File: src/rtl/food_gen_if.sv
// Food generator handshake: new-food request, candidate occupancy query and placed-food outputs.
// The master modport is the generator; the slave modport is the game/snake-body side.
interface food_gen_if #(
   parameter int X_W = 4,
   parameter int Y_W = 4
);
   logic           eaten;
   logic           occ_hit;
   logic           cand_valid;
   logic [X_W-1:0] cand_x;
   logic [Y_W-1:0] cand_y;
   logic [X_W-1:0] dout_x;
   logic [Y_W-1:0] dout_y;
   logic           food_valid;
   logic           busy;
   logic           board_full;

   modport master (
      input  eaten, occ_hit,
      output cand_valid, cand_x, cand_y, dout_x, dout_y, food_valid, busy, board_full
   );

   modport slave (
      output eaten, occ_hit,
      input  cand_valid, cand_x, cand_y, dout_x, dout_y, food_valid, busy, board_full
   );
endinterface

File: src/rtl/food_gen.sv
// Food placement: LFSR draws checked against board bounds and snake occupancy, then a row-major scan fallback.
// Best case food_valid two edges after eaten; eaten is ignored while busy (no queueing).
module food_gen #(
   parameter int          X_W       = 4,
   parameter int          Y_W       = 4,
   parameter int          COLS      = 16,
   parameter int          ROWS      = 16,
   parameter logic [15:0] SEED      = 16'hACE1,
   parameter int          INIT_X    = 11,
   parameter int          INIT_Y    = 2,
   parameter int          MAX_TRIES = 15
) (
   input  logic       clk_out,
   input  logic       rst_n,
   food_gen_if.master bus
);

   typedef enum logic [2:0] {IDLE, GEN, CHECK, SCAN, FULL} state_t;

   localparam logic [X_W:0]   COLS_EXT = (X_W+1)'(COLS);
   localparam logic [Y_W:0]   ROWS_EXT = (Y_W+1)'(ROWS);
   localparam logic [X_W-1:0] LAST_X   = X_W'(COLS - 1);
   localparam logic [Y_W-1:0] LAST_Y   = Y_W'(ROWS - 1);
   localparam logic [7:0]     MAX_T    = 8'(MAX_TRIES);

   state_t         state_q, state_d;
   logic [15:0]    lfsr_q, lfsr_d, lfsr_step;
   logic [7:0]     tries_q, tries_d, tries_inc;
   logic [X_W-1:0] cand_x_q, cand_x_d, dout_x_q, dout_x_d, rnd_x;
   logic [Y_W-1:0] cand_y_q, cand_y_d, dout_y_q, dout_y_d, rnd_y;
   logic           food_valid_q, food_valid_d;
   logic           board_full_q, board_full_d;
   logic           cand_valid;
   logic           rnd_ok;

   assign lfsr_step = {1'b0, lfsr_q[15:1]} ^ (lfsr_q[0] ? 16'hB400 : 16'h0000);
   assign rnd_x     = lfsr_step[X_W-1:0];
   assign rnd_y     = lfsr_step[X_W+Y_W-1:X_W];
   assign rnd_ok    = ({1'b0, rnd_x} < COLS_EXT) && ({1'b0, rnd_y} < ROWS_EXT);
   assign tries_inc = tries_q + 8'd1;

   always_comb begin
      state_d      = state_q;
      lfsr_d       = lfsr_q;
      tries_d      = tries_q;
      cand_x_d     = cand_x_q;
      cand_y_d     = cand_y_q;
      dout_x_d     = dout_x_q;
      dout_y_d     = dout_y_q;
      food_valid_d = food_valid_q;
      board_full_d = board_full_q;
      cand_valid   = 1'b0;

      case (state_q)
         IDLE: begin
            if (bus.eaten) begin
               state_d      = GEN;
               food_valid_d = 1'b0;
               tries_d      = 8'd0;
               board_full_d = 1'b0;
            end
         end
         GEN: begin
            lfsr_d   = lfsr_step;
            tries_d  = tries_inc;
            cand_x_d = rnd_x;
            cand_y_d = rnd_y;
            if (rnd_ok) begin
               state_d = CHECK;
            end else if (tries_inc >= MAX_T) begin
               // Scan begins at the origin, so the candidate register doubles as scan position
               state_d  = SCAN;
               cand_x_d = '0;
               cand_y_d = '0;
            end
         end
         CHECK: begin
            cand_valid = 1'b1;
            if (!bus.occ_hit) begin
               state_d      = IDLE;
               dout_x_d     = cand_x_q;
               dout_y_d     = cand_y_q;
               food_valid_d = 1'b1;
            end else if (tries_q < MAX_T) begin
               state_d = GEN;
            end else begin
               state_d  = SCAN;
               cand_x_d = '0;
               cand_y_d = '0;
            end
         end
         SCAN: begin
            cand_valid = 1'b1;
            if (!bus.occ_hit) begin
               state_d      = IDLE;
               dout_x_d     = cand_x_q;
               dout_y_d     = cand_y_q;
               food_valid_d = 1'b1;
            end else if (cand_x_q == LAST_X) begin
               if (cand_y_q == LAST_Y) begin
                  state_d      = FULL;
                  board_full_d = 1'b1;
               end else begin
                  cand_x_d = '0;
                  cand_y_d = cand_y_q + 1'b1;
               end
            end else begin
               cand_x_d = cand_x_q + 1'b1;
            end
         end
         FULL: begin
            if (bus.eaten) begin
               state_d      = GEN;
               board_full_d = 1'b0;
               tries_d      = 8'd0;
            end
         end
         default: state_d = IDLE;
      endcase
   end

   always_ff @(posedge clk_out or negedge rst_n) begin
      if (!rst_n) begin
         state_q      <= IDLE;
         lfsr_q       <= SEED;
         tries_q      <= 8'd0;
         cand_x_q     <= '0;
         cand_y_q     <= '0;
         dout_x_q     <= X_W'(INIT_X);
         dout_y_q     <= Y_W'(INIT_Y);
         food_valid_q <= 1'b1;
         board_full_q <= 1'b0;
      end else begin
         state_q      <= state_d;
         lfsr_q       <= lfsr_d;
         tries_q      <= tries_d;
         cand_x_q     <= cand_x_d;
         cand_y_q     <= cand_y_d;
         dout_x_q     <= dout_x_d;
         dout_y_q     <= dout_y_d;
         food_valid_q <= food_valid_d;
         board_full_q <= board_full_d;
      end
   end

   assign bus.cand_valid = cand_valid;
   assign bus.cand_x     = cand_x_q;
   assign bus.cand_y     = cand_y_q;
   assign bus.dout_x     = dout_x_q;
   assign bus.dout_y     = dout_y_q;
   assign bus.food_valid = food_valid_q;
   assign bus.board_full = board_full_q;
   assign bus.busy       = (state_q != IDLE);

endmodule

File: src/flat_wrapper.sv
// flat-port wrapper written by rule: the top's interface ports become plain ports
module food_gen_flat 
#(
   parameter int          X_W       = 4,
   parameter int          Y_W       = 4,
   parameter int          COLS      = 16,
   parameter int          ROWS      = 16,
   parameter logic [15:0] SEED      = 16'hACE1,
   parameter int          INIT_X    = 11,
   parameter int          INIT_Y    = 2,
   parameter int          MAX_TRIES = 15
)
  (clk_out, rst_n, bus_eaten, bus_occ_hit, bus_cand_valid, bus_cand_x, bus_cand_y, bus_dout_x, bus_dout_y, bus_food_valid, bus_busy, bus_board_full);
  food_gen_if #(.X_W(X_W), .Y_W(Y_W)) bus_i ();
  input  logic clk_out;
  input  logic rst_n;
  input wire logic [$bits(bus_i.eaten)-1:0] bus_eaten;
  input wire logic [$bits(bus_i.occ_hit)-1:0] bus_occ_hit;
  output wire logic [$bits(bus_i.cand_valid)-1:0] bus_cand_valid;
  output wire logic [$bits(bus_i.cand_x)-1:0] bus_cand_x;
  output wire logic [$bits(bus_i.cand_y)-1:0] bus_cand_y;
  output wire logic [$bits(bus_i.dout_x)-1:0] bus_dout_x;
  output wire logic [$bits(bus_i.dout_y)-1:0] bus_dout_y;
  output wire logic [$bits(bus_i.food_valid)-1:0] bus_food_valid;
  output wire logic [$bits(bus_i.busy)-1:0] bus_busy;
  output wire logic [$bits(bus_i.board_full)-1:0] bus_board_full;
  assign bus_i.eaten = bus_eaten;
  assign bus_i.occ_hit = bus_occ_hit;
  assign bus_cand_valid = bus_i.cand_valid;
  assign bus_cand_x = bus_i.cand_x;
  assign bus_cand_y = bus_i.cand_y;
  assign bus_dout_x = bus_i.dout_x;
  assign bus_dout_y = bus_i.dout_y;
  assign bus_food_valid = bus_i.food_valid;
  assign bus_busy = bus_i.busy;
  assign bus_board_full = bus_i.board_full;
  food_gen #(.X_W(X_W), .Y_W(Y_W), .COLS(COLS), .ROWS(ROWS), .SEED(SEED), .INIT_X(INIT_X), .INIT_Y(INIT_Y), .MAX_TRIES(MAX_TRIES)) u_core (.clk_out(clk_out), .rst_n(rst_n), .bus(bus_i));
endmodule
File: config.mk
export PLATFORM = sky130hd
export DESIGN_NAME = food_gen_flat
export DESIGN_NICKNAME = d
export VERILOG_FILES = /design/src/rtl/food_gen_if.sv /design/src/rtl/food_gen.sv /design/src/flat_wrapper.sv
export SDC_FILE = /design/constraint.sdc
export NUM_CORES = 1
export LEC_CHECK = 0
export CAP_MARGIN = 20
export CORE_MARGIN = 10
export CORE_UTILIZATION = 45
export DETAILED_ROUTE_END_ITERATION = 10
export GPL_TIMING_DRIVEN = 0
export PLACE_DENSITY = 0.63
export SETUP_SLACK_MARGIN = 0.3
export SYNTH_ARGS = -nofsm -noshare
export SYNTH_HDL_FRONTEND = slang
export SYNTH_SLANG_ARGS = --single-unit
export TNS_END_PERCENT = 10
File: constraint.sdc
create_clock -name clk_out -period 2.09 [get_ports clk_out]
set_clock_uncertainty 0.05 [all_clocks]
set_input_delay 0.209 -clock clk_out [delete_from_list [all_inputs] [get_ports clk_out]]
set_output_delay 0.209 -clock clk_out [all_outputs]
set_load 0.005 [all_outputs]
==> results.md, run 1 <==
- Status: complete, no violations
- Syn avg cell area: about 10 sq um
- Pwr dens: 1410 nW/um^2
- Pre-antenna DRT Iters: 5
- Seq pwr share: 0.415
- Rel. slew slack: 0.678
- Reg2reg start: u_core.bus.cand_x[0]
- Ports: 24
- DR iter-0 viols: 74
- Synth Flop Type: dfrtp_1
- PortBufs: 23
- EDFF count, synth: 0
- Slowest CP cell: dfrtp_1
- Tmin final: around 1.8 ns
- Internal power: 2.32 mW
- Initial Util: 0.476
- Die footprint: between 7000 and 8000 sq um
- Routed WL: between 4000 and 5000 um
- Clock Sinks: 45
- Post-synth ARST share: 1.00
- Most frequent cells in the layout: nand2_1 (47), dfrtp_1 (31), clkdlybuf4s50_1 (20)
- Syn Nets: about 220
- Hold_ws: 0.339 ns
- Commonest non-fill, non-tap cell in the layout: nand2_1
- Crit-path max FO: 6
- CP max stage delay: 0.45 ns
- Post-DP HPWL: 3180 um
- Maximum clock rate: 552 MHz
- Clock power frac: 0.149
- Initial antenna violation count: 0
- P_sw: about 1.3 mW
- Clk_lat worst skew: 0.29 ns
- Sw frac: 0.366
- CTS Root Buffer Type: clkbuf_8
- Final hold violations: 0
- Layout cells sized above 1: 0.201
- Number of global-route vias before repair: 1595
- MaxCap Viol Count: 0
- RePlAce Congestion: between 0.8 and 0.9
- GR Overflow Total: 0
- P_leak: around 1.2 nW
- TritonCTS buffer count: 5
- Core area: 4470 sq um
- Die extent in x: just under 90 um
- Hold Path Class: in -> async
- Critical path startpoint category: flop
- Nets@finish: 250
- Synth unique cells: 46
- Maximum vdd drop: 0.000638 V
- Final worst setup slack: 0.278 ns
- Via count: 1634
- DP Worst Slack: 0.170 ns
- Vias per inst: 5.52
- # fillers: around 420
- Post-Syn Instances: 210
- Final Max Tran Viols: 0
- Crit. End Element: flop
- Routed len/inst: 15.3 um
- Final setup vio count: 0
- RSZ-0062 raised after global routing: yes
- Max clock buf depth: 2
- Tcrit/Tclk final: 0.867
- Seq cells post-synth: 45
- Kind of critical path: reg -> reg
- Seq/Total Area, Yosys: 0.537
- H-tree depth: 2
- P&R area growth vs syn: 22.3%
- Combinational power share: 0.436
- DRC: 0
- Critical Path AT: 1.95 ns
- Crit path required time: 2.22 ns
- Area of the multi-input gates: 953 sq um
- Die span in y: 88.8 um
- Slew @ Worst Pin: between 0.4 and 0.5 ns
- Antenna-violating nets left: 0
- # rows: 24
- Post-Syn Area: 2130 sq um
- Clock Pin Slew Worst Setup and Hold Paths: 0.08 ns
- First-pass GRT wire length: between 7000 and 8000 um
- Pin count of the biggest net entering global routing: 27
- Inserted Diodes: 0
- Critical Path Source: u_core.bus.cand_x[0]
- CTS tree: done
- GRT Total Usage: 0.122
- Register Area: roughly 1100 sq um
- Yosys warning count: 0
- Crit path cell chain: ha_1, nand3_2, o311ai_4, mux2_1
## power groups by stage
stage | clock network [mW] | logic, mW | registers [mW]
floorplan | 0 | 0.939 | 1.48
global placement | 0 | 1.52 | 1.52
detailed placement | 0 | 1.54 | 1.53
CTS | 0.570 | 1.56 | 1.52
global route | 0.600 | 1.80 | 1.56
finish | 0.546 | 1.60 | 1.52
## cell type report
| class | count | share of cell area |
|---|---|---|
| Buffer | 8 | 0.0216 |
| Clock buffer | 8 | 0.0346 |
| Inverter | 9 | 0.0130 |
| Multi-Input combinational cell | 148 | 0.366 |
| Sequential cell | 45 | 0.439 |
| Tap cell | 52 | 0.0250 |
| Timing Repair Buffer | 26 | 0.100 |
## final timing paths
kind	to	slack, ns	cells after the start
min in group clk_out	u_core.lfsr_q[15]	0.41	2
max in group asynchronous	u_core.bus.dout_x[3]	1.09	3
worst max register to register	u_core.bus.cand_x[1]	0.28	4
worst min register to register	u_core.lfsr_q[15]	0.41	2
worst min-delay path	u_core.tries_q[6]	0.34	2
worst max-delay path	u_core.bus.cand_x[1]	0.28	4
## metal layers
| metal | GRT usage | up-vias | routed length (um) |
|---|---|---|---|
| met2 | 0.187 | 25 | 2020 |
| met5 | 0 | - | 0 |
| li1 | - | 802 | - |
| met1 | 0.158 | 801 | 2210 |
| met4 | 0.0441 | 0 | 71 |
| met3 | 0.0377 | 6 | 217 |
## synthesized netlist by cell type (all sizes together), types with 3 or more instances
| master | number | area share |
|---|---|---|
| and2 | 3 | 0.010 |
| nand3 | 7 | 0.016 |
| dfstp | 13 | 0.16 |
| o21ai | 8 | 0.019 |
| xor2 | 5 | 0.021 |
| buf | 6 | 0.018 |
| mux2 | 9 | 0.048 |
| inv | 9 | 0.016 |
| nor2 | 13 | 0.024 |
| xnor2 | 3 | 0.012 |
| and3 | 3 | 0.0088 |
| a21oi | 10 | 0.024 |
| dfrtp | 32 | 0.38 |
| a31oi | 8 | 0.024 |
| nand2 | 47 | 0.083 |
| ha | 3 | 0.018 |
## through the flow
stage	power (mW)	utilization	cells	setup TNS, ns	area (sq um)
2_1_floorplan	2.42	-	210	0	2130
3_3_place_gp	3.04	0.542	285	-14.82	2420
3_5_place_dp	3.07	0.545	286	0	2440
4_1_cts	3.65	0.574	296	0	2570
5_1_grt	3.96	0.582	296	0	2600
6_report	3.66	0.582	296	0	2600
## cells by family (layout without fill, tap and decap cells)
family	after synthesis	in the layout	synth area share
buffers and inverters	17	51	0.0376
muxes	11	11	0.0570
DFF	45	45	0.537
and+or+nand+nor	83	83	0.180
AOI/OAI and AO/OA	43	43	0.138
xor gates and xnor gates	8	8	0.0329
adders and majority gates	3	3	0.0176
## repair_timing
action / 4_1_cts / 5_1_grt
hold buffers: 1 / 0
setup endpoints to repair: 7 / 18
hold endpoints to repair: 10 / 0
pin swaps: 0 / 1
resized for setup: 9 / 5
buffers inserted: 1 / 0
## worst max-delay path, delay by kind of cell, from the launching register on
family | cells | cell delay (ns)
multiplexers | 1 | 0.36
adder cells (fa/ha/maj) | 1 | 0.31
AND/OR/NAND/NOR | 1 | 0.18
flip-flops | 1 | 0.45
AO/OA/AOI/OAI | 1 | 0.35
## registers in the layout, summed over array words and instances (netlist names)
| name | flops |
|---|---|
| u_core.lfsr_q | 16 |
| u_core.bus.cand_y | 4 |
| u_core.bus.food_valid | 1 |
| u_core.state_q | 3 |
| u_core.tries_q | 8 |
| u_core.bus.dout_x | 4 |
| u_core.bus.cand_x | 4 |
| u_core.bus.board_full | 1 |
| u_core.bus.dout_y | 4 |
Power figures use the tool's default switching activity.
==> run 2, diff against run 1 <==
- CORE_UTILIZATION: 45 -> 55
- PLACE_DENSITY: 0.63 -> 0.75
==> run 2 against run 1 <==
  * Count of clock-buffer cells in the layout stayed put
  * Total power is 0.95% lower
  * Clock power is 3% lower
  * Highest routed layer unchanged
  * Cell count is 1.0% lower
  * Setup slack worse by 0.0051 ns
  * Register-to-register slack hardly changed
  * Largest cell class unchanged
  * Non-clock buffer count is 1 higher
  * Critical path depth is 1 higher
  * Global-route usage is 1.4 points higher
==> results.md, run 2 (synthesis results as in run 1) <==
- TritonCTS buffer count: 5
- Hold Path Class: in -> async
- Post-DP HPWL: 3170 um
- GRT Total Usage: 0.136
- Antenna-violating nets left: 0
- Nets@finish: 251
- Pin count of the biggest net entering global routing: 29
- Clock Pin Slew Worst Setup and Hold Paths: 0.07 ns
- Design area: 2590 sq um
- Filler-free cell count of the finished design: 293
- Ports: 24
- Die span in y: 82.2 um
- Tmin final: 1.82 ns
- Die footprint: 6760 sq um
- Crit path required time: about 2.2 ns
- Critical path startpoint category: flop
- Clock Sinks: 45
- Number of global-route vias before repair: between 1500 and 2000
- Seq pwr share: 0.420
- First-pass GRT wire length: between 7000 and 8000 um
- Crit. End Element: flop
- Core area: 3690 sq um
- P&R area growth vs syn: 21.8%
- Inst Count DP: 282
- Clock power frac: 0.146
- Final hold violations: 0
- Maximum clock rate: 550 MHz
- Inserted Diodes: 0
- Fin util: 0.703
- DRC: 0
- H-tree depth: 2
- Combinational power share: 0.434
- MaxCap Viol Count: 0
- P_leak: 1.18 nW
- DR iter-0 viols: 183
- Commonest non-fill, non-tap cell in the layout: nand2_1
- Sw frac: 0.365
- Initial antenna violation count: 0
- Critical Path AT: 1.95 ns
- Max clock buf depth: 2
- Final Max Tran Viols: 0
- PortBufs: 23
- # rows: 22
- Rel. slew slack: 0.594
- Max reg flops: 16
- Kind of critical path: reg -> reg
- Via count: about 1700
- Top flop regs: u_core.lfsr_q (16), u_core.tries_q (8)
- Routed WL: 4340 um
- Area of the multi-input gates: 941 sq um
- Maximum vdd drop: 0.000737 V
- CTS tree: done
- Pre-antenna DRT Iters: 5
- Final TNS setup: 0 ns
- DP Worst Slack: 0.133 ns
- CTS Root Buffer Type: clkbuf_8
- Design Power: 3.63 mW
- Layout cells sized above 1: 0.204
- Initial Util: 0.577
- Pwr dens: 1400 nW/um^2
- Final setup vio count: 0
- P_sw: 1.32 mW
- Most frequent cells in the layout: nand2_1 (47), dfrtp_1 (31), clkdlybuf4s50_1 (20)
- Dpl cell area: 2430 sq um
- Slew @ Worst Pin: 0.607 ns
- Largest Register: u_core.lfsr_q
- Internal power: ~2.3 mW
- Hold_ws: ~0.32 ns
- Die extent in x: 82.2 um
- Vias per inst: 5.63
- RePlAce Congestion: between 0.8 and 0.9
- Register Area: 1140 sq um
- Routed len/inst: 14.8 um
- RSZ-0062 raised after global routing: yes
- Final worst setup slack: 0.273 ns
- Crit-path max FO: 9
- Clk_lat worst skew: approximately 0.29 ns
- Status: complete, no violations
- Tcrit/Tclk final: 0.869
- # fillers: 281
- GR Overflow Total: 0
==> run 2: cell types whose count changed in the layout (fill, tap and decap cells not counted) <==
cell	before	now
nor3b_4	2	0
dlymetal6s2s_1	0	1
nor3b_2	0	2
dlygate4sd2_1	2	1
buf_4	1	3
buf_6	3	2
==> run 2: what timing repair did <==
item,CTS,global route
buffers inserted,2,0
endpoints found under the hold margin,13,0
gates resized for setup,4,7
setup endpoints to repair,7,9
hold buffers,1,0
==> run 2: path summary, 6_finish.rpt <==
check                           cells past startpoint               from                   end  slack (ns)
min in group clk_out                                2  u_core.lfsr_q[15]     u_core.lfsr_q[15]        0.42
worst min register to register                      2  u_core.lfsr_q[15]     u_core.lfsr_q[15]        0.42
worst max-delay path                                5  u_core.state_q[1]  u_core.bus.cand_x[1]        0.27
worst min-delay path                                2              rst_n     u_core.state_q[1]        0.32
worst max register to register                      5  u_core.state_q[1]  u_core.bus.cand_x[1]        0.27
max in group asynchronous                           3              rst_n      u_core.lfsr_q[7]        1.13
==> run 2: final cells by class <==
cell class | instances | area share
buffer | 8 | 0.0203
clock buffer | 8 | 0.0347
inverter | 9 | 0.0130
multi-input combinational | 148 | 0.363
sequential | 45 | 0.441
tap | 48 | 0.0232
timing repair buffer | 27 | 0.105
==> run 2: per-layer routing <==
layer  track usage  wire, um  vias to the layer above
met5             0         0                        -
met4        0.0714        91                        0
met3        0.0454       344                       10
met2         0.237      2140                       60
met1         0.141      1760                      784
li1              -         -                      797
==> run 2: power groups by stage <==
| stage | Combinational, mW | Sequential [mW] | Clock, mW |
|---|---|---|---|
| after detailed placement | 1.53 | 1.53 | 0 |
| after floorplan | 0.939 | 1.48 | 0 |
| after global routing | 1.74 | 1.57 | 0.585 |
| after global placement | 1.47 | 1.51 | 0 |
| final | 1.57 | 1.52 | 0.530 |
| after CTS | 1.54 | 1.51 | 0.549 |
==> run 2: critical path: stages, from the launching register on <==
cell      delay (ns)
dfrtp_1         0.39
buf_6           0.14
mux2i_1         0.17
nor2_1          0.40
o311ai_4        0.21
mux2_1          0.34
==> run 3, diff against run 2 <==
- REMOVE_ABC_BUFFERS: default -> 1
==> run 3 against run 2 <==
  * Utilization grew 1.6 points
  * Cell count is 1.0% lower
  * Register-to-register slack lost 0.06 ns
==> results.md, run 3 (synthesis results as in run 1) <==
- Status: complete, no violations
- DP Worst Slack: roughly 0.13 ns
- Pin count of the biggest net entering global routing: 29
- Rel. slew slack: 0.591
- Largest Register: u_core.lfsr_q
- Design area: between 2000 and 3000 sq um
- Critical path startpoint category: flop
- Design Power: between 3 and 4 mW
- Kind of critical path: reg -> reg
- Inst Count DP: 275
- Crit path required time: 2.22 ns
- Antenna-violating nets left: 0
- Filler-free cell count of the finished design: 290
- Final hold violations: 0
- Pre-antenna DRT Iters: 4
- Max reg flops: 16
- # rows: 22
- Final Max Tran Viols: 0
- Inserted Diodes: 0
- DRC: 0
- Final worst setup slack: 0.208 ns
- RSZ-0062 raised after global routing: yes
- GRT Total Usage: 0.139
- CTS Root Buffer Type: clkbuf_8
- Initial Util: 0.577
- Nets@finish: 248
- Max clock buf depth: 2
- DR iter-0 viols: 177
- Hold Path Class: in -> async
- GR Overflow Total: 0
- First-pass GRT wire length: 7350 um
- P_leak: 1.19 nW
- Top flop regs: u_core.lfsr_q (16), u_core.tries_q (8)
- Critical Path AT: 2.01 ns
- Tmin final: 1.88 ns
- # fillers: 263
- Dpl cell area: between 2000 and 2500 sq um
- Slew @ Worst Pin: between 0.6 and 0.7 ns
- CTS tree: done
- Crit. End Element: flop
- PortBufs: 23
- Clock Sinks: 45
- Die footprint: 6760 sq um
- Hold_ws: between 0.3 and 0.4 ns
- Area of the multi-input gates: 952 sq um
- RePlAce Congestion: 0.930
- Ports: 24
- MaxCap Viol Count: 0
- Core area: 3690 sq um
- Die span in y: 82.2 um
- Maximum clock rate: 531 MHz
- Number of global-route vias before repair: 1565
- Maximum vdd drop: 0.000834 V
- Most frequent cells in the layout: nand2_1 (47), dfrtp_1 (29), clkdlybuf4s50_1 (21)
- Routed WL: 4800 um
- Register Area: 1150 sq um
- Tcrit/Tclk final: 0.900
- Via count: 1657
- Layout cells sized above 1: 0.223
- Clock Pin Slew Worst Setup and Hold Paths: 0.08 ns
- Crit-path max FO: 7
- Vias per inst: 5.71
- Final setup vio count: 0
- H-tree depth: 2
- Post-DP HPWL: 3150 um
- Routed len/inst: 16.6 um
- Clk_lat worst skew: 0.30 ns
- Initial antenna violation count: 0
- TritonCTS buffer count: 5
- P&R area growth vs syn: 24.6%
- Commonest non-fill, non-tap cell in the layout: nand2_1
- Die extent in x: slightly above 80 um
- Pwr dens: 1490 nW/um^2
-- run 3: repair_timing --
| item | CTS | global route |
|---|---|---|
| hold endpoints to repair | 13 | 0 |
| buffers inserted | 0 | 6 |
| endpoints found under the setup margin | 24 | 34 |
| resized for setup | 3 | 10 |
| hold buffers | 1 | 0 |
-- run 3: worst paths after layout --
path | slack (ns) | cells after the start | startpoint | to
max in group asynchronous | 1.11 | 3 | rst_n | u_core.lfsr_q[6]
min in group clk_out | 0.41 | 2 | u_core.lfsr_q[15] | u_core.lfsr_q[15]
setup reg to reg | 0.21 | 4 | u_core.state_q[1] | u_core.bus.cand_x[1]
setup / recovery | 0.21 | 4 | u_core.state_q[1] | u_core.bus.cand_x[1]
hold / removal | 0.32 | 2 | rst_n | u_core.bus.cand_x[1]
hold reg to reg | 0.41 | 2 | u_core.lfsr_q[15] | u_core.lfsr_q[15]
-- run 3: cell type report --
cell class,instances,share of cell area
clock buffers,5,0.0259
clock inverters,3,0.0245
multi-input cells,148,0.359
repair buffers,32,0.123
flip-flops and latches,45,0.432
inverters,9,0.0127
well taps,48,0.0226
-- run 3: routing by layer --
layer	vias to the layer above	share of wire	track usage
li1	786	-	-
met1	809	0.42	0.163
met2	53	0.50	0.239
met3	9	0.066	0.0324
met4	0	0.012	0.0561
met5	-	0	0
-- run 3: critical path, cell delays in order, from the launching register on --
cell,delay [ns]
dfrtp_2,0.50
mux2i_1,0.22
nor2_1,0.42
o311ai_4,0.22
mux2_1,0.36
-- run 3: through the flow --
stage	utilization	setup TNS, ns
floorplan	-	0
global placement	0.643	-10.93
detailed placement	0.650	0
CTS	0.692	0
global route	0.719	0
finish	0.719	0
-- run 3: report_power, final --
part	internal [mW]	switching [mW]	leakage (nW)	total (mW)
combinational	0.810	0.786	0.568	1.60
clock	0.475	0.289	0.0681	0.764
sequential	1.27	0.328	0.552	1.59
